File: src/rtl/cbus_arbiter_pkg.sv
// Shared CBus payload types and arbiter FSM state encoding.
package common;

    localparam int unsigned ADDR_W = 16;
    localparam int unsigned DATA_W = 32;
    localparam int unsigned LEN_W  = 4;

    typedef enum logic {
        IDLE = 1'b0,
        BUSY = 1'b1
    } cbus_arb_state_t;

    typedef struct packed {
        logic              valid;
        logic              write;
        logic [ADDR_W-1:0] addr;
        logic [DATA_W-1:0] wdata;
        logic [LEN_W-1:0]  len;
    } cbus_req_t;

    typedef struct packed {
        logic              ready;
        logic              last;
        logic [DATA_W-1:0] rdata;
    } cbus_resp_t;

    // Owner index width: at least one bit even for a single master.
    function automatic int unsigned idx_width(input int unsigned n);
        return (n > 1) ? $clog2(n) : 1;
    endfunction

endpackage

File: src/rtl/cbus_rr_pick.sv
// Rotating priority encoder: first set valid bit scanning upward from ptr_i, wrapping.
module cbus_rr_pick
    import common::*;
#(
    parameter  int unsigned N  = 2,
    localparam int unsigned IW = idx_width(N)
) (
    input  logic [N-1:0]  valid_i,
    input  logic [IW-1:0] ptr_i,
    output logic          found_o,
    output logic [IW-1:0] idx_o
);

    // Scan offsets from farthest to nearest so the nearest candidate wins last.
    always_comb begin
        found_o = 1'b0;
        idx_o   = '0;
        for (int o = int'(N) - 1; o >= 0; o--) begin
            for (int j = 0; j < int'(N); j++) begin
                if ((IW'(j) == ptr_i) && valid_i[(j + o) % int'(N)]) begin
                    found_o = 1'b1;
                    idx_o   = IW'((j + o) % int'(N));
                end
            end
        end
    end

endmodule

File: src/rtl/cbus_arbiter.sv
// N-to-1 CBus arbiter with burst-level grant lock.
// Fixed priority by default; define CBUS_ARBITER_ROUND_ROBIN_EN for round-robin.
module cbus_arbiter
    import common::*;
#(
    parameter  int unsigned NUM_INPUTS = 2,
    localparam int unsigned IDX_W      = idx_width(NUM_INPUTS)
) (
    input  logic             clk,
    input  logic             reset,
    input  cbus_req_t        ireqs  [NUM_INPUTS],
    output cbus_resp_t       iresps [NUM_INPUTS],
    output cbus_req_t        oreq,
    input  cbus_resp_t       oresp,
    output logic             busy,
    output logic [IDX_W-1:0] owner
);

    cbus_arb_state_t       state_q, state_d;
    logic [IDX_W-1:0]      owner_q, owner_d;
    logic [NUM_INPUTS-1:0] req_valid;
    logic                  pick_found;
    logic [IDX_W-1:0]      pick_idx;
    logic [IDX_W-1:0]      pick_ptr;
    logic                  burst_done;

`ifdef CBUS_ARBITER_ROUND_ROBIN_EN
    logic [IDX_W-1:0]      ptr_q, ptr_d;
    assign pick_ptr = ptr_q;
`else
    assign pick_ptr = '0;
`endif

    // Collect upstream valid bits for the picker.
    always_comb begin
        req_valid = '0;
        for (int i = 0; i < int'(NUM_INPUTS); i++) begin
            req_valid[i] = ireqs[i].valid;
        end
    end

    cbus_rr_pick #(
        .N (NUM_INPUTS)
    ) u_pick (
        .valid_i (req_valid),
        .ptr_i   (pick_ptr),
        .found_o (pick_found),
        .idx_o   (pick_idx)
    );

    // Next state, owner/pointer update and the forwarding mux.
    always_comb begin
        state_d    = state_q;
        owner_d    = owner_q;
`ifdef CBUS_ARBITER_ROUND_ROBIN_EN
        ptr_d      = ptr_q;
`endif
        oreq       = '0;
        busy       = 1'b0;
        burst_done = oresp.ready && oresp.last;
        for (int i = 0; i < int'(NUM_INPUTS); i++) begin
            iresps[i] = '0;
        end

        case (state_q)
            IDLE: begin
                if (pick_found) begin
                    state_d = BUSY;
                    owner_d = pick_idx;
                end
            end
            BUSY: begin
                busy = 1'b1;
                // Forward owner unconditionally, even if it drops valid mid-burst.
                for (int i = 0; i < int'(NUM_INPUTS); i++) begin
                    if (IDX_W'(i) == owner_q) begin
                        oreq      = ireqs[i];
                        iresps[i] = oresp;
                    end
                end
                if (burst_done) begin
                    state_d = IDLE;
`ifdef CBUS_ARBITER_ROUND_ROBIN_EN
                    ptr_d   = (owner_q == IDX_W'(NUM_INPUTS - 1)) ? '0 : owner_q + 1'b1;
`endif
                end
            end
            default: state_d = IDLE;
        endcase

        // Reset silences the bus in the same cycle it is asserted.
        if (reset) begin
            oreq = '0;
            busy = 1'b0;
            for (int i = 0; i < int'(NUM_INPUTS); i++) begin
                iresps[i] = '0;
            end
        end
    end

    // State and owner registers.
    always_ff @(posedge clk) begin
        if (reset) begin
            state_q <= IDLE;
            owner_q <= '0;
        end else begin
            state_q <= state_d;
            owner_q <= owner_d;
        end
    end

`ifdef CBUS_ARBITER_ROUND_ROBIN_EN
    // Round-robin pointer register.
    always_ff @(posedge clk) begin
        if (reset) begin
            ptr_q <= '0;
        end else begin
            ptr_q <= ptr_d;
        end
    end
`endif

    assign owner = owner_q;

endmodule
File: config.mk
export PLATFORM = sky130hd
export DESIGN_NAME = cbus_arbiter
export DESIGN_NICKNAME = d
export VERILOG_FILES = /design/src/rtl/cbus_arbiter_pkg.sv /design/src/rtl/cbus_rr_pick.sv /design/src/rtl/cbus_arbiter.sv
export SDC_FILE = /design/constraint.sdc
export NUM_CORES = 1
export LEC_CHECK = 0
export CAP_MARGIN = 20
export CORE_AREA = 2 2 103 105
export DETAILED_ROUTE_END_ITERATION = 8
export DIE_AREA = 0 0 105 107
export PLACE_DENSITY = 0.72
export SYNTH_ARGS = -nofsm -noshare
export SYNTH_HDL_FRONTEND = slang
export SYNTH_SLANG_ARGS = --single-unit
File: constraint.sdc
create_clock -name clk -period 2.2 [get_ports clk]
set_input_delay 0.66 -clock clk [delete_from_list [all_inputs] [get_ports clk]]
set_output_delay 0.66 -clock clk [all_outputs]
set_load 0.01 [all_outputs]
==> results.txt, run 1 <==
----------------------------------------------------
[STA]
  Fin. Hold Viols ... 0
  Relative slew slack ... 0.7884
  Setup Skew ... 9.877 ps
  Worst Hold Slack ... 552.2 ps
  RSZ-0062 raised after global routing ... true
  Max-slew violation count ... 0
  Maximum clock frequency ... 0.4213 GHz
  Share of the clock period used by the worst path after layout ... 1.079
  Slew @ Worst Pin ... 308.6 ps
  Clock period minus worst slack ... 2374 ps
  Fin worst setup slack ... -173.6 ps
  Final setup violation count ... 69

[Setup path]
  Type of the setup path with the least slack ... in2out
  Startpoint type of the worst setup path ... input port
  Required time of the critical path ... about 1500 ps
  Critical Path Most Common Cell ... sky130_fd_sc_hd__buf_6
  List of cells traversed by the critical path ... buf_8, buf_6, nor3b_4, buf_4, buf_16, buf_6, and2_4, buf_6
  Critical path arrival ... 1710 ps
  Critical path fanouts, max ... 6
  Delay of the slowest cell on the worst path ... 180 ps
  Kind of capture point of the worst setup path ... primary output
  Critical-path top delay cell ... sky130_fd_sc_hd__nor3b_4

[Job]
  Count of maximum capacitance violations ... 0

[Floorplanning]
  I/O pins ... 268
  Die Area ... 11240 um^2
  Initial core utilization ... 0.1418
  Die extent in x ... 105 um
  Vertical extent of the die ... between 100 and 150 um
  Row cnt ... 37
  Floorplan Core Area ... 10090 um^2

[Drt]
  Number of DRC markers after the initial detailed-route iteration ... 75
  First-pass DRT Iterations ... 4
  Routed length per placed instance ... 17.07 um
  Residual DRC ... 0
  Detail Route Antenna Nets ... 0
  Total Routed Length ... 11210 um
  Via total after detailed routing ... 2786
  Ratio of routed vias to standard cells ... ~4.2

[CTS]
  Number of clock sinks ... 2
  Clock Path Buffers ... 2
  Insertion delay of the later-clocked pin in the worst-skew pair ... 220 ps
  TritonCTS Buffers ... 3
  Count of hold buffers inserted by post-cts repair ... 0
  Register clock-pin slew on the reported worst setup and hold paths ... 30 ps
  H-tree levels ... 1
  CTS tree ... yes
  Clock Root Buffer ... sky130_fd_sc_hd__clkbuf_8

[Power]
  Pwr Density ... around 230 nW/um^2
  Static leakage power ... 2.439 nW
  Max rail drop VDD ... 109.2 uV

[Global routing]
  GRT Overall Usage ... 0.1793
  Number of global-route vias before repair ... 2894
  Aggregate global routing overflow ... 0
  Largest net degree at the start of global routing ... 53
  First-pass GRT wire length ... 15890 um
  Antenna violations before repair ... 0

[Synth]
  Cell count after synthesis ... between 200 and 250
  Total of flip-flops plus latches after synthesis ... 2
  Distinct cell type count after synthesis ... 16
  Synthesized cell area ... 1431 um^2
  Fraction of the yosys area taken by sequential cells ... 0.02797
  Post-Synthesis Mean Instance Area ... 6.849 um^2
  Number of warnings printed during yosys synthesis ... 0
  Synth Net Count ... ~350

[Final layout]
  Area overhead of the layout relative to synthesis ... 273.0%
  Number of filler cells placed in the layout ... 914
  Share of layout cells above drive strength 1 ... 0.5278
  Number of antenna repair diodes ... 0
  Count of nets after finishing ... between 600 and 700

[Placed design]
  Routability Congestion ... 0.8666
  Worst-case setup slack after placement ... -818.7 ps
  Count of buffers inserted at the top-level ports ... 267
  Sum of net half-perimeters after detailed placement ... 6910 um

[Status]
  Violated checks ... negative setup slack
  Result of the run ... finished with violations

[Min path]
  Worst min-delay path class ... reg2reg

----------------------------------------------------
==> cell type report <==
type / count / area (um^2) / share of cell area
inverters: 3 / 23.77 / 0.004453
flip-flops and latches: 2 / 43.79 / 0.008202
repair buffers: 325 / 3364 / 0.6302
clock buffers: 4 / 45.04 / 0.008437
repair inverters: 5 / 46.29 / 0.008671
multi-input cells: 182 / 1645 / 0.3082
well taps: 136 / 170.2 / 0.03187
==> cell usage in the layout (no fill, tap or decap), types with 2 or more instances in the layout <==
master / count
sky130_fd_sc_hd__clkbuf_8: 3
sky130_fd_sc_hd__and2_1: 10
sky130_fd_sc_hd__dlygate4sd2_1: 6
sky130_fd_sc_hd__mux2i_1: 48
sky130_fd_sc_hd__buf_2: 48
sky130_fd_sc_hd__inv_8: 2
sky130_fd_sc_hd__nor2_1: 15
sky130_fd_sc_hd__nor2_2: 5
sky130_fd_sc_hd__buf_4: 12
sky130_fd_sc_hd__buf_16: 8
sky130_fd_sc_hd__nor2_4: 34
sky130_fd_sc_hd__buf_12: 12
sky130_fd_sc_hd__clkdlybuf4s50_1: 136
sky130_fd_sc_hd__inv_6: 2
sky130_fd_sc_hd__inv_1: 2
sky130_fd_sc_hd__and2_4: 24
sky130_fd_sc_hd__mux2i_2: 6
sky130_fd_sc_hd__dlymetal6s2s_1: 2
sky130_fd_sc_hd__and3_1: 21
sky130_fd_sc_hd__and3_4: 13
sky130_fd_sc_hd__buf_6: 98
==> what timing repair did <==
item / in CTS / in global routing
pin swaps: 50 / 22
endpoints found under the setup margin: 123 / 94
cloned: 15 / 0
buffers inserted: 38 / 6
gates resized for setup: 604 / 146
==> stage by stage <==
stage	total power [mW]	utilization	std cells	TNS [ps]	instance area, um^2
2_1_floorplan	0.2938	-	209	0	1431
3_3_place_gp	0.7467	0.4212	600	-89180	4250
3_5_place_dp	0.7563	0.4212	600	-91460	4250
4_1_cts	1.111	0.4743	657	-10440	4787
5_1_grt	1.271	0.5290	657	-7713	5339
6_report	1.211	0.5290	657	-5103	5339
==> flip-flops by register name (all words and copies together) (netlist names) <==
| signal | cells |
|---|---|
| owner | 1 |
| state_q | 1 |
==> kinds of logic after synthesis <==
logic type,Yosys count,share of synthesized area
compound gates,2,0.01224
buf+inv,25,0.1180
flops,2,0.02797
mux,54,0.3776
simple gates,126,0.4641
==> Yosys cell counts <==
master | n | share of area
sky130_fd_sc_hd__a221oi_1 | 1 | 0.0061
sky130_fd_sc_hd__a311oi_1 | 1 | 0.0061
sky130_fd_sc_hd__and2_1 | 34 | 0.15
sky130_fd_sc_hd__and3_1 | 34 | 0.15
sky130_fd_sc_hd__buf_2 | 10 | 0.035
sky130_fd_sc_hd__buf_4 | 2 | 0.010
sky130_fd_sc_hd__buf_6 | 7 | 0.055
sky130_fd_sc_hd__clkbuf_1 | 3 | 0.0079
sky130_fd_sc_hd__dfxtp_1 | 2 | 0.028
sky130_fd_sc_hd__inv_1 | 2 | 0.0052
sky130_fd_sc_hd__inv_4 | 1 | 0.0044
sky130_fd_sc_hd__mux2i_1 | 54 | 0.38
sky130_fd_sc_hd__nand2b_1 | 2 | 0.0087
sky130_fd_sc_hd__nor2_1 | 54 | 0.14
sky130_fd_sc_hd__nor3_1 | 1 | 0.0035
sky130_fd_sc_hd__nor3b_4 | 1 | 0.013
==> per-layer routing <==
metal	up-vias	global-route usage	routed length, um
met3	23	0.03769	855
met1	1241	0.1861	3908
met4	0	0.07524	352
met2	182	0.3469	6098
met5	-	0	0
li1	1340	-	-
==> critical path, delay by kind of cell <==
kind	cells	cell delay, ps
and+or+nand+nor	2	330
buffers and inverters	6	720
==> report_power, final <==
part	switching (mW)	total [mW]	internal, mW
combinational	0.386	1.01	0.621
clock	0.0344	0.158	0.123
sequential	0.00694	0.0461	0.0392
total	0.427	1.21	0.783
==> final timing paths <==
kind,start,to,slack (ps),cells past startpoint
max reg2reg,state_q$_SDFF_PP0_,owner$_SDFFE_PP0P_,1280,3
max,reset,iresps[51],-170,8
min,owner$_SDFFE_PP0P_,owner$_SDFFE_PP0P_,550,2
min reg2reg,owner$_SDFFE_PP0P_,owner$_SDFFE_PP0P_,550,2
Power figures use the tool's default switching activity.
==> inputs of run 2 (changes only) <==
--- a/config.mk
+++ b/config.mk
@@ -7,8 +7,10 @@
 export LEC_CHECK = 0
 export CAP_MARGIN = 20
 export CORE_AREA = 2 2 103 105
+export CTS_BUF_LIST = sky130_fd_sc_hd__clkbuf_4 sky130_fd_sc_hd__clkbuf_8 sky130_fd_sc_hd__clkbuf_16
 export DETAILED_ROUTE_END_ITERATION = 8
 export DIE_AREA = 0 0 105 107
+export GPL_TIMING_DRIVEN = 1
 export PLACE_DENSITY = 0.72
 export SYNTH_ARGS = -nofsm -noshare
 export SYNTH_HDL_FRONTEND = slang
==> results.txt, run 2 (same netlist as run 1, synthesis figures left out) <==
----------------------------------------------------
[Global routing]
  Antenna violations before repair ... 0 (unchanged)
  GRT Overall Usage ... 0.1710 (-0.008331)
  First-pass GRT wire length ... 15010 um (-5.6%)
  Aggregate global routing overflow ... 0 (unchanged)
  Largest net degree at the start of global routing ... 53 (unchanged)
  Number of global-route vias before repair ... 2709 (-6.4%)

[Setup path]
  Critical path arrival ... 1690 ps (-20 ps)
  Delay of the slowest cell on the worst path ... 220 ps (+40 ps)
  Critical-path top delay cell ... sky130_fd_sc_hd__nor3b_4
  Endpoint of the worst-slack reg-to-reg timing path ... owner$_SDFFE_PP0P_
  Critical path fanouts, max ... 7 (+1)
  Critical Path Most Common Cell ... sky130_fd_sc_hd__buf_6
  Startpoint type of the worst setup path ... input port
  Required time of the critical path ... 1540 ps (about the same)
  List of cells traversed by the critical path ... buf_8, buf_6, nor3b_4, buf_6, buf_16, buf_6, and2_4, buf_6
  Worst-case reg-to-reg path depth ... 3 (unchanged)
  Kind of capture point of the worst setup path ... primary output
  Type of the setup path with the least slack ... in2out
  R2r setup slk ... 1270 ps (about the same)
  Startpoint of the most critical register-to-register path ... state_q$_SDFF_PP0_

[STA]
  Max-slew violation count ... 0 (unchanged)
  Clock period minus worst slack ... 2347 ps (-26.33 ps)
  Fin. Hold Viols ... 0 (unchanged)
  Slew @ Worst Pin ... 300.5 ps (-8.094 ps)
  Fin worst setup slack ... -147.2 ps (+26.33 ps)
  Share of the clock period used by the worst path after layout ... 1.067 (-0.01197)
  RSZ-0062 raised after global routing ... true
  Relative slew slack ... 0.7939 (+0.005550)
  Setup Skew ... 9.515 ps (-0.3619 ps)
  Final setup violation count ... 72 (+4.3%)
  Maximum clock frequency ... 0.4260 GHz (+1.1%)

[Drt]
  Routed length per placed instance ... 16.58 um (-2.9%)
  Detail Route Antenna Nets ... 0 (unchanged)
  Via total after detailed routing ... 2703 (-3.0%)
  First-pass DRT Iterations ... 4 (unchanged)
  Number of DRC markers after the initial detailed-route iteration ... 83 (+11%)
  Ratio of routed vias to standard cells ... 4.204 (-0.87%)
  Residual DRC ... 0 (unchanged)
  Total Routed Length ... 10660 um (-4.9%)

[Final layout]
  Share of layout cells above drive strength 1 ... 0.4793 (-0.04854)
  Fin area ... 4925 um^2 (-7.8%)
  Number of filler cells placed in the layout ... 969 (+6.0%)
  Count of nets after finishing ... 652 (-2.1%)
  Multi-input gate area ... 1544 um^2 (-6.2%)
  Leading cell type in the layout, fill and taps excluded ... sky130_fd_sc_hd__clkdlybuf4s50_1
  Area overhead of the layout relative to synthesis ... 244.1%
  Most used cells in the layout excluding fill and tap cells ... 130 x sky130_fd_sc_hd__clkdlybuf4s50_1, 75 x sky130_fd_sc_hd__buf_6, 53 x sky130_fd_sc_hd__mux2i_1
  Sequential standard cell area ... 43.79 um^2 (unchanged)
  Number of antenna repair diodes ... 0 (unchanged)

[Power]
  Switching power of the nets ... 0.3933 mW (-7.9%)
  Static leakage power ... 2.334 nW (-4.3%)
  Pwr Density ... 228.5 nW/um^2 (+0.77%)
  Post-layout total power ... 1.125 mW (-7.0%)
  Share of power burned in the clock network ... 0.149 (+0.019)
  Cell internal pwr ... 0.7320 mW (-6.6%)
  Switching power as a share of total power ... 0.3495 (-0.003344)
  Part of the total power dissipated in combinational logic ... 0.810 (-0.022)
  Portion of total power attributed to sequential cells ... 0.041 (+0.003)
  Max rail drop VDD ... 136.8 uV (+25%)

[Min path]
  WHS Endpoint ... owner$_SDFFE_PP0P_
  Number of cells on the worst hold path ... 2 (unchanged)
  Startpoint of the lowest-slack hold path ... owner$_SDFFE_PP0P_
  Worst min-delay path class ... reg2reg

[CTS]
  Insertion delay of the later-clocked pin in the worst-skew pair ... 210 ps (about the same)
  TritonCTS Buffers ... 3 (unchanged)
  Clock Path Buffers ... 2 (unchanged)
  Number of clock sinks ... 2 (unchanged)
  Clock Root Buffer ... sky130_fd_sc_hd__clkbuf_8
  H-tree levels ... 1 (unchanged)
  Count of hold buffers inserted by post-cts repair ... 0 (unchanged)
  CTS tree ... yes
  Register clock-pin slew on the reported worst setup and hold paths ... 30 ps (about the same)

[Floorplanning]
  Row cnt ... 37 (unchanged)
  I/O pins ... 268 (unchanged)
  Die extent in x ... 105 um (unchanged)
  Vertical extent of the die ... 107 um (unchanged)
  Die Area ... 11240 um^2 (unchanged)
  Initial core utilization ... 0.1418 (unchanged)
  Floorplan Core Area ... 10090 um^2 (unchanged)

[Status]
  Violated checks ... negative setup slack
  Result of the run ... finished with violations

[Placed design]
  Sum of net half-perimeters after detailed placement ... 6910 um (unchanged)
  Count of buffers inserted at the top-level ports ... 267 (unchanged)
  Total cell area at the placement stage ... 4250 um^2 (unchanged)
  Worst-case setup slack after placement ... -818.7 ps (unchanged)
  Routability Congestion ... 0.8666 (unchanged)

[Job]
  Count of maximum capacitance violations ... 0 (unchanged)

----------------------------------------------------
## run 2: cell types whose count changed in the layout (fill, tap and decap cells not counted), sizes merged
cell           change
clkinv             -1
buf               -38
dlymetal6s2s       +4
clkbuf            +24
dlygate4sd2        +2
inv                +1
clkdlybuf4s50      -6
## run 2: layer usage
metal / wire (um) / track usage
met1: 3681 / 0.1769
met2: 5736 / 0.3321
met5: 0 / 0
met4: 345 / 0.06667
met3: 895 / 0.03830
## run 2: worst max-delay path by stage
stage	endpoint	start	slack [ps]	cells after the start
2_1_floorplan	iresps[25]	reset	210	5
3_3_place_gp	iresps[25]	reset	-790	5
3_5_place_dp	iresps[14]	reset	-820	5
4_1_cts	oreq[44]	reset	-260	7
5_1_grt	iresps[55]	reset	-170	8
6_report	iresps[55]	reset	-150	8
## run 2: stage by stage
stage / utilization / hold slack, ps / std cells / TNS [ps]
finish: 0.4880 / 551.2 / 643 / -4569
global route: 0.4880 / 585.9 / 643 / -7071
CTS: 0.4618 / 555.9 / 641 / -16510
detailed placement: 0.4212 / 552.1 / 600 / -91460
global placement: 0.4212 / 548.1 / 600 / -89180
floorplan: - / 483.4 / 209 / 0
## run 2: timing repair
action / CTS / global route
buffers inserted: 24 / 5
resized for setup: 459 / 213
endpoints found under the setup margin: 123 / 121
pin swaps: 12 / 38
gates cloned: 13 / 0
## run 2: power by group through the flow
stage | sequential, mW | combinational, mW | clock [mW]
after floorplan | 0.0428 | 0.251 | 0
after global placement | 0.0461 | 0.701 | 0
after detailed placement | 0.0462 | 0.710 | 0
after CTS | 0.0462 | 0.819 | 0.171
after global routing | 0.0468 | 0.965 | 0.176
final | 0.0462 | 0.911 | 0.168
## run 2: area by class of cell
class	count	area share
tap	136	0.03455
sequential	2	0.008892
inverter	3	0.003811
timing repair inverter	5	0.007876
multi-input combinational	182	0.3135
clock buffer	4	0.009909
timing repair buffer	311	0.6214
## run 2: worst max-delay path: cells and delay by family
| family | cells | cell delay, ps |
|---|---|---|
| buffers and inverters | 6 | 670 |
| AND/OR/NAND/NOR | 2 | 360 |
